**config.mk**
```make
export PLATFORM = sky130hd
export DESIGN_NAME = cam_chan_avg
export DESIGN_NICKNAME = d
export VERILOG_FILES = /design/src/rtl/cam_avg_pkg.sv /design/src/rtl/cam_chan_avg_seq_divider.sv /design/src/rtl/cam_chan_avg.sv
export SDC_FILE = /design/constraint.sdc
export NUM_CORES = 1
export LEC_CHECK = 0
export CAP_MARGIN = 20
export CORE_ASPECT_RATIO = 1.25
export CORE_MARGIN = 3
export CORE_UTILIZATION = 34
export CTS_CLUSTER_SIZE = 20
export DETAILED_ROUTE_END_ITERATION = 8
export GPL_TIMING_DRIVEN = 1
export HOLD_SLACK_MARGIN = 0.15
export PLACE_DENSITY = 0.6
export SYNTH_ARGS = -nofsm -noshare
export SYNTH_HDL_FRONTEND = slang
export SYNTH_SLANG_ARGS = --single-unit
```
**constraint.sdc**
```tcl
create_clock -name VGA_CLK -period 14 [get_ports VGA_CLK]
set_input_delay 3.5 -clock VGA_CLK [delete_from_list [all_inputs] [get_ports VGA_CLK]]
set_output_delay 3.5 -clock VGA_CLK [all_outputs]
set_load 0.1 [all_outputs]
```
**src/rtl/cam_avg_pkg.sv**
```systemverilog
// Shared types and defaults for the per-frame channel averager.
// State encoding, channel-index width helper and default widths live here
// so the top and the divider agree on them.
package cam_avg_pkg;

  // Result-path state: waiting, dividing channel by channel, publishing.
  typedef enum logic [1:0] {
    IDLE = 2'd0,
    DIV  = 2'd1,
    DONE = 2'd2
  } avg_state_e;

  localparam int DEF_NUM_CH = 3;
  localparam int DEF_PIX_W  = 8;
  localparam int DEF_ACC_W  = 32;
  // Frame counter width; covers FRAME_DIV up to 255.
  localparam int FCNT_W     = 8;

  // Width of a channel index; never below one bit so a single channel
  // still gets a legal vector.
  function automatic int ch_idx_w(input int num_ch);
    if (num_ch <= 1) return 1;
    return $clog2(num_ch);
  endfunction

endpackage

```
**src/rtl/cam_chan_avg_seq_divider.sv**
```systemverilog
// Restoring unsigned divider, one quotient bit per clock.
// Handshake: start is a one-cycle strobe that samples dividend and already
// performs the first step; done is high in the cycle that performs the last
// (ACC_W-th) step, and quotient is valid only while done is high. divisor
// must stay stable from start through done. A start while running restarts.
module seq_divider
  import cam_avg_pkg::*;
#(
  parameter int ACC_W = DEF_ACC_W
) (
  input  logic             VGA_CLK,
  input  logic             RST,
  input  logic             start,
  input  logic [ACC_W-1:0] dividend,
  input  logic [ACC_W-1:0] divisor,
  output logic             done,
  output logic [ACC_W-1:0] quotient
);

  localparam int CNT_W = $clog2(ACC_W);

  logic [ACC_W-1:0] rem_q, quo_q;
  logic [CNT_W-1:0] cnt_q;
  logic             active_q;

  logic [ACC_W-1:0] rem_in, quo_in, rem_nx, quo_nx;
  logic [CNT_W-1:0] cnt_in;
  logic [ACC_W+1:0] trial;
  logic             ge;
  logic             unused_trial;

  // One restoring step: shift in the next dividend bit, subtract if it fits.
  always_comb begin
    rem_in = start ? '0 : rem_q;
    quo_in = start ? dividend : quo_q;
    cnt_in = start ? '0 : cnt_q;
    trial  = {1'b0, rem_in, quo_in[ACC_W-1]} - {2'b00, divisor};
    ge     = ~trial[ACC_W+1];
    rem_nx = ge ? trial[ACC_W-1:0] : {rem_in[ACC_W-2:0], quo_in[ACC_W-1]};
    quo_nx = {quo_in[ACC_W-2:0], ge};
  end

  assign unused_trial = trial[ACC_W];
  assign done     = (start | active_q) & (cnt_in == CNT_W'(ACC_W - 1));
  assign quotient = quo_nx;

  // Step registers advance only while a division is in flight.
  always_ff @(posedge VGA_CLK or posedge RST) begin
    if (RST) begin
      rem_q    <= '0;
      quo_q    <= '0;
      cnt_q    <= '0;
      active_q <= 1'b0;
    end else if (start | active_q) begin
      rem_q    <= rem_nx;
      quo_q    <= quo_nx;
      cnt_q    <= cnt_in + CNT_W'(1);
      active_q <= ~done;
    end
  end

endmodule

```
**src/rtl/cam_chan_avg.sv**
```systemverilog
// Per-frame multi-channel pixel averager for the camera/VGA path.
// Sums each channel over active video, snapshots at frame end (falling
// V_SYNC) and divides by the pixel count on one shared sequential divider
// while the next frame keeps accumulating.
// Optional build macro CAM_AVG_ROI_EN restricts accumulation to a
// rectangular region of interest given by the ROI_* parameters.
module cam_chan_avg
  import cam_avg_pkg::*;
#(
  parameter int NUM_CH    = DEF_NUM_CH,
  parameter int PIX_W     = DEF_PIX_W,
  parameter int ACC_W     = DEF_ACC_W,
  parameter int FRAME_DIV = 1,
  parameter int ROI_X0    = 0,
  parameter int ROI_X1    = 640,
  parameter int ROI_Y0    = 0,
  parameter int ROI_Y1    = 480
) (
  input  logic                    VGA_CLK,
  input  logic                    RST,
  input  logic                    V_SYNC,
  input  logic                    pix_valid,
  input  logic [NUM_CH*PIX_W-1:0] pixel,
  output logic [NUM_CH*PIX_W-1:0] avg,
  output logic                    avg_valid,
  output logic                    upd,
  output logic                    busy,
  output logic                    overrun
);

  localparam int                CH_W       = ch_idx_w(NUM_CH);
  localparam logic [CH_W-1:0]   CH_LAST    = CH_W'(NUM_CH - 1);
  localparam logic [FCNT_W-1:0] FRAME_LAST = FCNT_W'(FRAME_DIV - 1);

  logic                          vs_q, fe, roi_ok, acc_en, req;
  logic [NUM_CH-1:0][ACC_W-1:0]  acc_q, acc_nx, op_acc_q;
  logic [NUM_CH-1:0][ACC_W:0]    acc_sum;
  logic [ACC_W-1:0]              cnt_q, cnt_nx, op_cnt_q;
  logic [ACC_W:0]                cnt_sum;
  logic [FCNT_W-1:0]             fcnt_q;
  avg_state_e                    state_q, state_d;
  logic [CH_W-1:0]               ch_q;
  logic                          first_q;
  logic [NUM_CH-1:0][PIX_W-1:0]  quo_q;
  logic                          div_start, div_done;
  logic [ACC_W-1:0]              div_quo;
  logic [ACC_W-PIX_W-1:0]        unused_div_hi;

`ifdef CAM_AVG_ROI_EN
  localparam logic [31:0] X0 = ROI_X0;
  localparam logic [31:0] X1 = ROI_X1;
  localparam logic [31:0] Y0 = ROI_Y0;
  localparam logic [31:0] Y1 = ROI_Y1;
  logic [31:0] x_q, y_q;
  logic        pv_q;

  // Column counter restarts per line; line counter advances on each line end.
  always_ff @(posedge VGA_CLK or posedge RST) begin
    if (RST) begin
      x_q  <= '0;
      y_q  <= '0;
      pv_q <= 1'b0;
    end else if (!V_SYNC) begin
      x_q  <= '0;
      y_q  <= '0;
      pv_q <= 1'b0;
    end else begin
      pv_q <= pix_valid;
      x_q  <= pix_valid ? x_q + 32'd1 : '0;
      if (pv_q && !pix_valid) y_q <= y_q + 32'd1;
    end
  end

  assign roi_ok = (x_q >= X0) && (x_q < X1) && (y_q >= Y0) && (y_q < Y1);
`else
  logic unused_roi;
  assign unused_roi = ^{ROI_X0[0], ROI_X1[0], ROI_Y0[0], ROI_Y1[0]};
  assign roi_ok     = 1'b1;
`endif

  assign fe     = vs_q & ~V_SYNC;
  assign acc_en = V_SYNC & pix_valid & roi_ok;
  assign req    = fe & (fcnt_q == FRAME_LAST);
  assign busy   = (state_q != IDLE);

  // Saturating next values for every channel sum and the pixel count.
  always_comb begin
    acc_sum = '0;
    acc_nx  = '0;
    for (int c = 0; c < NUM_CH; c++) begin
      acc_sum[c] = {1'b0, acc_q[c]} + (ACC_W + 1)'(pixel[c*PIX_W +: PIX_W]);
      acc_nx[c]  = acc_sum[c][ACC_W] ? '1 : acc_sum[c][ACC_W-1:0];
    end
    cnt_sum = {1'b0, cnt_q} + (ACC_W + 1)'(1);
    cnt_nx  = cnt_sum[ACC_W] ? '1 : cnt_sum[ACC_W-1:0];
  end

  // Frame-sync delay used for falling-edge detection.
  always_ff @(posedge VGA_CLK or posedge RST) begin
    if (RST) vs_q <= 1'b0;
    else     vs_q <= V_SYNC;
  end

  // Accumulate during active video; blanking (V_SYNC low) clears.
  always_ff @(posedge VGA_CLK or posedge RST) begin
    if (RST) begin
      acc_q <= '0;
      cnt_q <= '0;
    end else if (!V_SYNC) begin
      acc_q <= '0;
      cnt_q <= '0;
    end else if (acc_en) begin
      acc_q <= acc_nx;
      cnt_q <= cnt_nx;
    end
  end

  // Frame decimation: only every FRAME_DIV-th frame end requests a result.
  always_ff @(posedge VGA_CLK or posedge RST) begin
    if (RST)                        fcnt_q <= '0;
    else if (fe && fcnt_q == FRAME_LAST) fcnt_q <= '0;
    else if (fe)                    fcnt_q <= fcnt_q + FCNT_W'(1);
  end

  // State register of the result path.
  always_ff @(posedge VGA_CLK or posedge RST) begin
    if (RST) state_q <= IDLE;
    else     state_q <= state_d;
  end

  // Next state and divider start; an empty frame skips the divide.
  always_comb begin
    state_d   = state_q;
    div_start = 1'b0;
    case (state_q)
      IDLE: if (req) state_d = (cnt_q != '0) ? DIV : DONE;
      DIV: begin
        div_start = first_q;
        if (div_done && ch_q == CH_LAST) state_d = DONE;
      end
      DONE:    state_d = IDLE;
      default: state_d = IDLE;
    endcase
  end

  // Operand snapshot, per-channel quotient capture, result publication.
  always_ff @(posedge VGA_CLK or posedge RST) begin
    if (RST) begin
      op_acc_q  <= '0;
      op_cnt_q  <= '0;
      ch_q      <= '0;
      first_q   <= 1'b0;
      quo_q     <= '0;
      avg       <= '0;
      avg_valid <= 1'b0;
      upd       <= 1'b0;
      overrun   <= 1'b0;
    end else begin
      avg_valid <= 1'b0;
      if (req) begin
        if (state_q == IDLE) begin
          op_acc_q <= acc_q;
          op_cnt_q <= cnt_q;
          ch_q     <= '0;
          first_q  <= 1'b1;
          if (cnt_q == '0) quo_q <= '0;
        end else begin
          overrun <= 1'b1;
        end
      end
      if (state_q == DIV) begin
        if (div_start) first_q <= 1'b0;
        if (div_done) begin
          quo_q[ch_q] <= div_quo[PIX_W-1:0];
          ch_q        <= ch_q + CH_W'(1);
          first_q     <= 1'b1;
        end
      end
      if (state_q == DONE) begin
        avg       <= quo_q;
        avg_valid <= 1'b1;
        upd       <= ~upd;
      end
    end
  end

  assign unused_div_hi = div_quo[ACC_W-1:PIX_W];

  seq_divider #(
    .ACC_W (ACC_W)
  ) u_div (
    .VGA_CLK  (VGA_CLK),
    .RST      (RST),
    .start    (div_start),
    .dividend (op_acc_q[ch_q]),
    .divisor  (op_cnt_q),
    .done     (div_done),
    .quotient (div_quo)
  );

endmodule

```
; ---- After elaboration in Yosys (flattened, before gate mapping)
; Cells that the tools add are included.
; Widths: inputs -> output; s select.
[totals]
reg_bits = 391
out_inout_bits = 28
input_bits = 28
elab_cells = 102
[classes]
n_mux = 39
reduce_logical = 12
add_sub_neg = 8
bitwise = 10
eq_ne = 7
order_cmp = 2
[op_table]
columns = cell, count
row1 = $mux 32, 10
row2 = $mux 96, 2
row3 = $mux 24, 5
row4 = $add 32x8->33, 3
row5 = $bmux 32 s2, 1
row6 = $sub 33x32->34, 1
row7 = $add 32x1->33 const B, 1
row8 = $logic_not 32->1, 1
row9 = $reduce_bool 32->1, 1
row10 = $bwmux 24, 1
row11 = $mux 8, 3
row12 = $demux 8 s2, 1
row13 = $mux 2, 7
row14 = $add 8x1->8 const B, 1
row15 = $logic_not 8->1, 1
row16 = $mux 1, 7
row17 = $reduce_and 2->1, 3
row18 = $add 5x1->5 const B, 1
row19 = $eq 5x5->1 const B, 1
row20 = $mux 5, 1
row21 = $not 1->1, 5
row22 = $and 1x1->1, 4
row23 = $eq 2x2->1 const B, 2
row24 = $ne 2x2->1 const B, 2
row25 = other kinds (10), 13

; ---- Longest topological paths before layout
[logic_depth]
depth_word = 8
ltp_mapped = 20
depth_no_buf = 16

; ---- By module
; A second synthesis with hierarchy kept.
[unflattened]
cells_unflattened = 2407
area_unflattened_um2 = 21236.6
[modules_own_cells]
columns = mod, instances, cells_each, area_each_um2
row1 = cam_chan_avg, 1, 1728, 15742.6
row2 = seq_divider, 1, 679, 5494.0

; ---- Worst setup path after synthesis
; No wires, ideal clock.
[synth_path]
path_type = input -> register
start = input port pixel[16]
end = register acc_q[92] in the netlist's numbering
t_arrival_ns = 5.746
path_buffers = 1
path_slack_ns = 8.118
setup_time_ns = 0.136
cell_stages = 14
cell_sequence = ha_1 > inv_1 > fa_1 > nor2b_1 > o21ai_0 > a21boi_0 > o21ai_0 > a21boi_0 > o21ai_0 > a211oi_1 > buf_2 > nor3b_1 > and3_1 > nor3_1
[synth_between]
elab_chain_cells = 4
[synth_lines]
columns = element, line
row1 = from (decl), cam_chan_avg.sv:23  ; input logic [NUM_CH*PIX_W-1:0] pixel,
row2 = $add 32x8->33, cam_chan_avg.sv:91  ; acc_sum[c] = {1'b0, acc_q[c]} + (ACC_W + 1)'(pixel[c*PIX_W +: PIX_W]);
row3 = $mux 32, cam_chan_avg.sv:92  ; acc_nx[c] = acc_sum[c][ACC_W] ? '1 : acc_sum[c][ACC_W-1:0];
row4 = $mux 96, cam_chan_avg.sv:112  ; end else if (acc_en) begin
row5 = $mux 96, cam_chan_avg.sv:109  ; end else if (!V_SYNC) begin
row6 = to (signal assigned), cam_chan_avg.sv:113  ; acc_q <= acc_nx;
row7 = to (decl), cam_chan_avg.sv:36  ; logic [NUM_CH-1:0][ACC_W-1:0] acc_q, acc_nx, op_acc_q;
; Every way passes these cells. The select of a mux whose other input is x is not followed.
; A chain may end at the register's enable or synchronous reset.

; ---- Final worst setup path
; Ends and elaborated chain as after synthesis.

==> results.cfg <==
[drt]
drt_iter0_drc = 1336
wl_per_cell_um = 17.8
finalWirelength_um = 54300
routed_via_density = 5.41
vias = 16520
drcViolationCount = 0
ant_nets = 0
dr.pass1.iters = 5

[worst_setup_path]
critPathMaxFanout = 6
crit_type = in -> reg
max_stage_delay_ps = 650
slowest_stage = a211oi_1
r2r.worst_path.cells = 17
cpMostUsedCell = o21ai_0
end_kind = flop
arrival_ps = 7150
path_cells = clkdlybuf4s50_1 > ha_1 > inv_1 > fa_1 > nor2b_1 > o21ai_0 > a21boi_0 > o21ai_0 > a21boi_0 > o21ai_0 > a211oi_1 > buf_2 > nor3b_1 > and3_1 > nor3_1
r2r_slack_ps = 8630
cp-start-kind = primary input
worstPathRequired_ps = 14420

[placed_design]
gp_congestion = 0.814
dp_hpwl_um = 37200
place_ws_ps = 6780
io_buffers = 55

[clock_network]
h-tree-depth = 2
clkTransAtPathRegs_ps = 60
cts_tree = yes
clockBufferDepth = 3
holdBufCountCts = 0
cts_resized = 0
clock_sinks = 391
cts_root_buf = clkbuf_16
clk_latency_ps = 580
cts_made_buffers = 43
postCtsSetupBuffers = 0

[global_routing]
grt_util_all_layers_pct = 17.4
use_met1_pct = 23.1
use_met2_pct = 29.3
antenna_found_initial = 0
grt_pass1_wl_um = 89400
grt_max_degree = 74
busiest_layer = met2
grt_use_met3_pct = 2.35
grt_pass1_vias = 16486
grt-ovfl-total = 0

[sta]
clock_skew_ps = 22.7
setup_viol = 0
setup_ws_ps = 7270
worst_pin_slew_ps = 1030
finalSetupTns_ps = 0
max_freq_mhz = 149
slew_headroom_pct = 31.2
period_share_pct = 48.1
hold_viol_final = 0
finalMaxSlewViolations = 0
period_minus_slack_ps = 6730
rsz0062_at_grt = no

[synth]
synth_common_cells = nand2_1 (452), dfrtp_1 (391), o21ai_0 (182)
synth_compound_area_share_pct = 18.1
synth_most_common_cell = nand2_1
synthArstFlopShare_pct = 100
synth_nets = 2353
ys_ff_latch = 391
synthAdderAreaFrac_pct = 4.35
synth_xor_area_share_pct = 1.96
synth_area_leader_cell = dfrtp_1
avgSynthCellArea_um2 = 9.09
yosys.area_share.simple_pct = 18.9
synth_mux_area_share_pct = 4.70
synth_edf_count = 0
synth.top_cell.area_share_pct = 47.7
synth.distinct_cells = 82
synth_area_um2 = 20500
synth-warning-count = 0
synth_flop_cell = dfrtp_1
synth_cells = 2256
ys_seq_area_share_pct = 47.7
synth_top_family_by_area = simple AND/OR/NAND/NOR gates
synth_area_leaders = dfrtp_1 (48%), nand2_1 (8.3%), o21ai_0 (4.4%), ha_1 (4.0%), a21oi_1 (3.6%)

[die]
die_w_um = 226
core_area_um2 = 59700
io_pins = 56
dieArea_um2 = 63300
fp.dieH_um = 281
initial_core_util_pct = 34.4
placementRows = 100

[hold_path]
hold_depth = 2
hold_path.class = reg -> reg

[power_and_ir_drop]
vdd_drop_max_v = 0.000107
p_per_area_nw_per_um2 = 224
p_leak_nw = 10.7

[final_layout]
fillCellCount = 5863
antenna_cells = 0
drive_gt1_share_pct = 8.47
area_growth_pct = 13.0
nets = 2356

[status]
status = completed

[run]
drv_cap = 0
## where the power goes
group          internal (mW)  switching (mW)  total [mW]
Clock                  0.663           0.484        1.15
Combinational          0.928            1.53        2.46
Sequential              1.42           0.157        1.58
## cell usage in the layout (no fill, tap or decap), types with 12 or more instances in the layout
| master | synthesis | layout |
|---|---|---|
| nand2_1 | 452 | 451 |
| dfrtp_1 | 391 | 390 |
| o21ai_0 | 182 | 182 |
| a21oi_1 | 147 | 147 |
| nor2_1 | 117 | 114 |
| inv_1 | 93 | 92 |
| ha_1 | 65 | 65 |
| nand3_1 | 60 | 60 |
| mux2_2 | 59 | 59 |
| clkdlybuf4s50_1 | 0 | 53 |
| and2_1 | 44 | 44 |
| and3_1 | 44 | 44 |
| a31oi_1 | 44 | 44 |
| clkbuf_16 | 0 | 43 |
| nor3_1 | 39 | 39 |
| xnor2_1 | 35 | 35 |
| mux2i_1 | 30 | 30 |
| nand4_1 | 30 | 30 |
| buf_4 | 1 | 26 |
| a221oi_1 | 24 | 24 |
| a21o_1 | 20 | 20 |
| o21a_1 | 17 | 17 |
| o211a_1 | 13 | 13 |
| nor2b_1 | 13 | 12 |
| a211oi_1 | 12 | 12 |
| a221o_1 | 12 | 12 |
## layer usage
| metal | up-vias | wire, um |
|---|---|---|
| met3 | 94 | 2310 |
| met5 | - | 0 |
| met1 | 8077 | 24400 |
| met4 | 0 | 1650 |
| li1 | 7975 | - |
| met2 | 374 | 26000 |
## worst paths after layout
path	start	endpoint
min in group asynchronous	RST	op_cnt_q[9]
max in group asynchronous	RST	acc_q[55]
worst min-delay path	u_div.cnt_q[4]	u_div.cnt_q[4]
worst min register to register	u_div.cnt_q[4]	u_div.cnt_q[4]
worst max register to register	state_q[0]	u_div.rem_q[29]
worst max-delay path	pixel[16]	acc_q[92]
## sequential cells by signal, indices dropped and copies added, names as in the netlist, 2 cells and up
register	count
u_div.quo_q	32
state_q	2
ch_q	2
u_div.cnt_q	5
op_acc_q	96
op_cnt_q	32
u_div.rem_q	32
quo_q	24
acc_q	96
cnt_q	32
avg	24
fcnt_q	8
## layout make-up
cell class                      instances  area [um^2]  area share (%)
Inverter                               95          360            1.56
Clock inverter                         17          211           0.913
Multi-Input combinational cell       1645         9880            42.7
Sequential cell                       391         9790            42.2
Timing Repair Buffer                   83          768            3.32
Tap cell                              765          957            4.13
Clock buffer                           59         1210            5.21
## cell families (layout without fill, tap and decap cells)
kind of cell / count (synthesis) / after routing
fa+ha+maj: 69 / 69
flops: 391 / 391
mux: 89 / 89
xor+xnor: 46 / 46
compound gates: 588 / 588
simple gates: 853 / 853
buf+inv: 220 / 254
## per-stage QoR
stage                     cell area (um^2)  cells  power, mW  utilization, %  hold slack (ps)
after floorplan                      20500   2256       3.50               -              430
after global placement               21700   2977       3.99            36.4              441
after detailed placement             21800   2979       4.05            36.5              448
after CTS                            23200   3055       5.22            38.8              462
after global routing                 23200   3055       5.56            38.8              481
final                                23200   3055       5.18            38.8              458
## worst max-delay path, delay by kind of cell
| family | cells | cell delay, ps |
|---|---|---|
| compound gates | 6 | 1560 |
| buf+inv | 3 | 830 |
| simple gates | 4 | 670 |
| fa+ha+maj | 2 | 580 |
No activity file was read; power rests on OpenSTA's default activity.
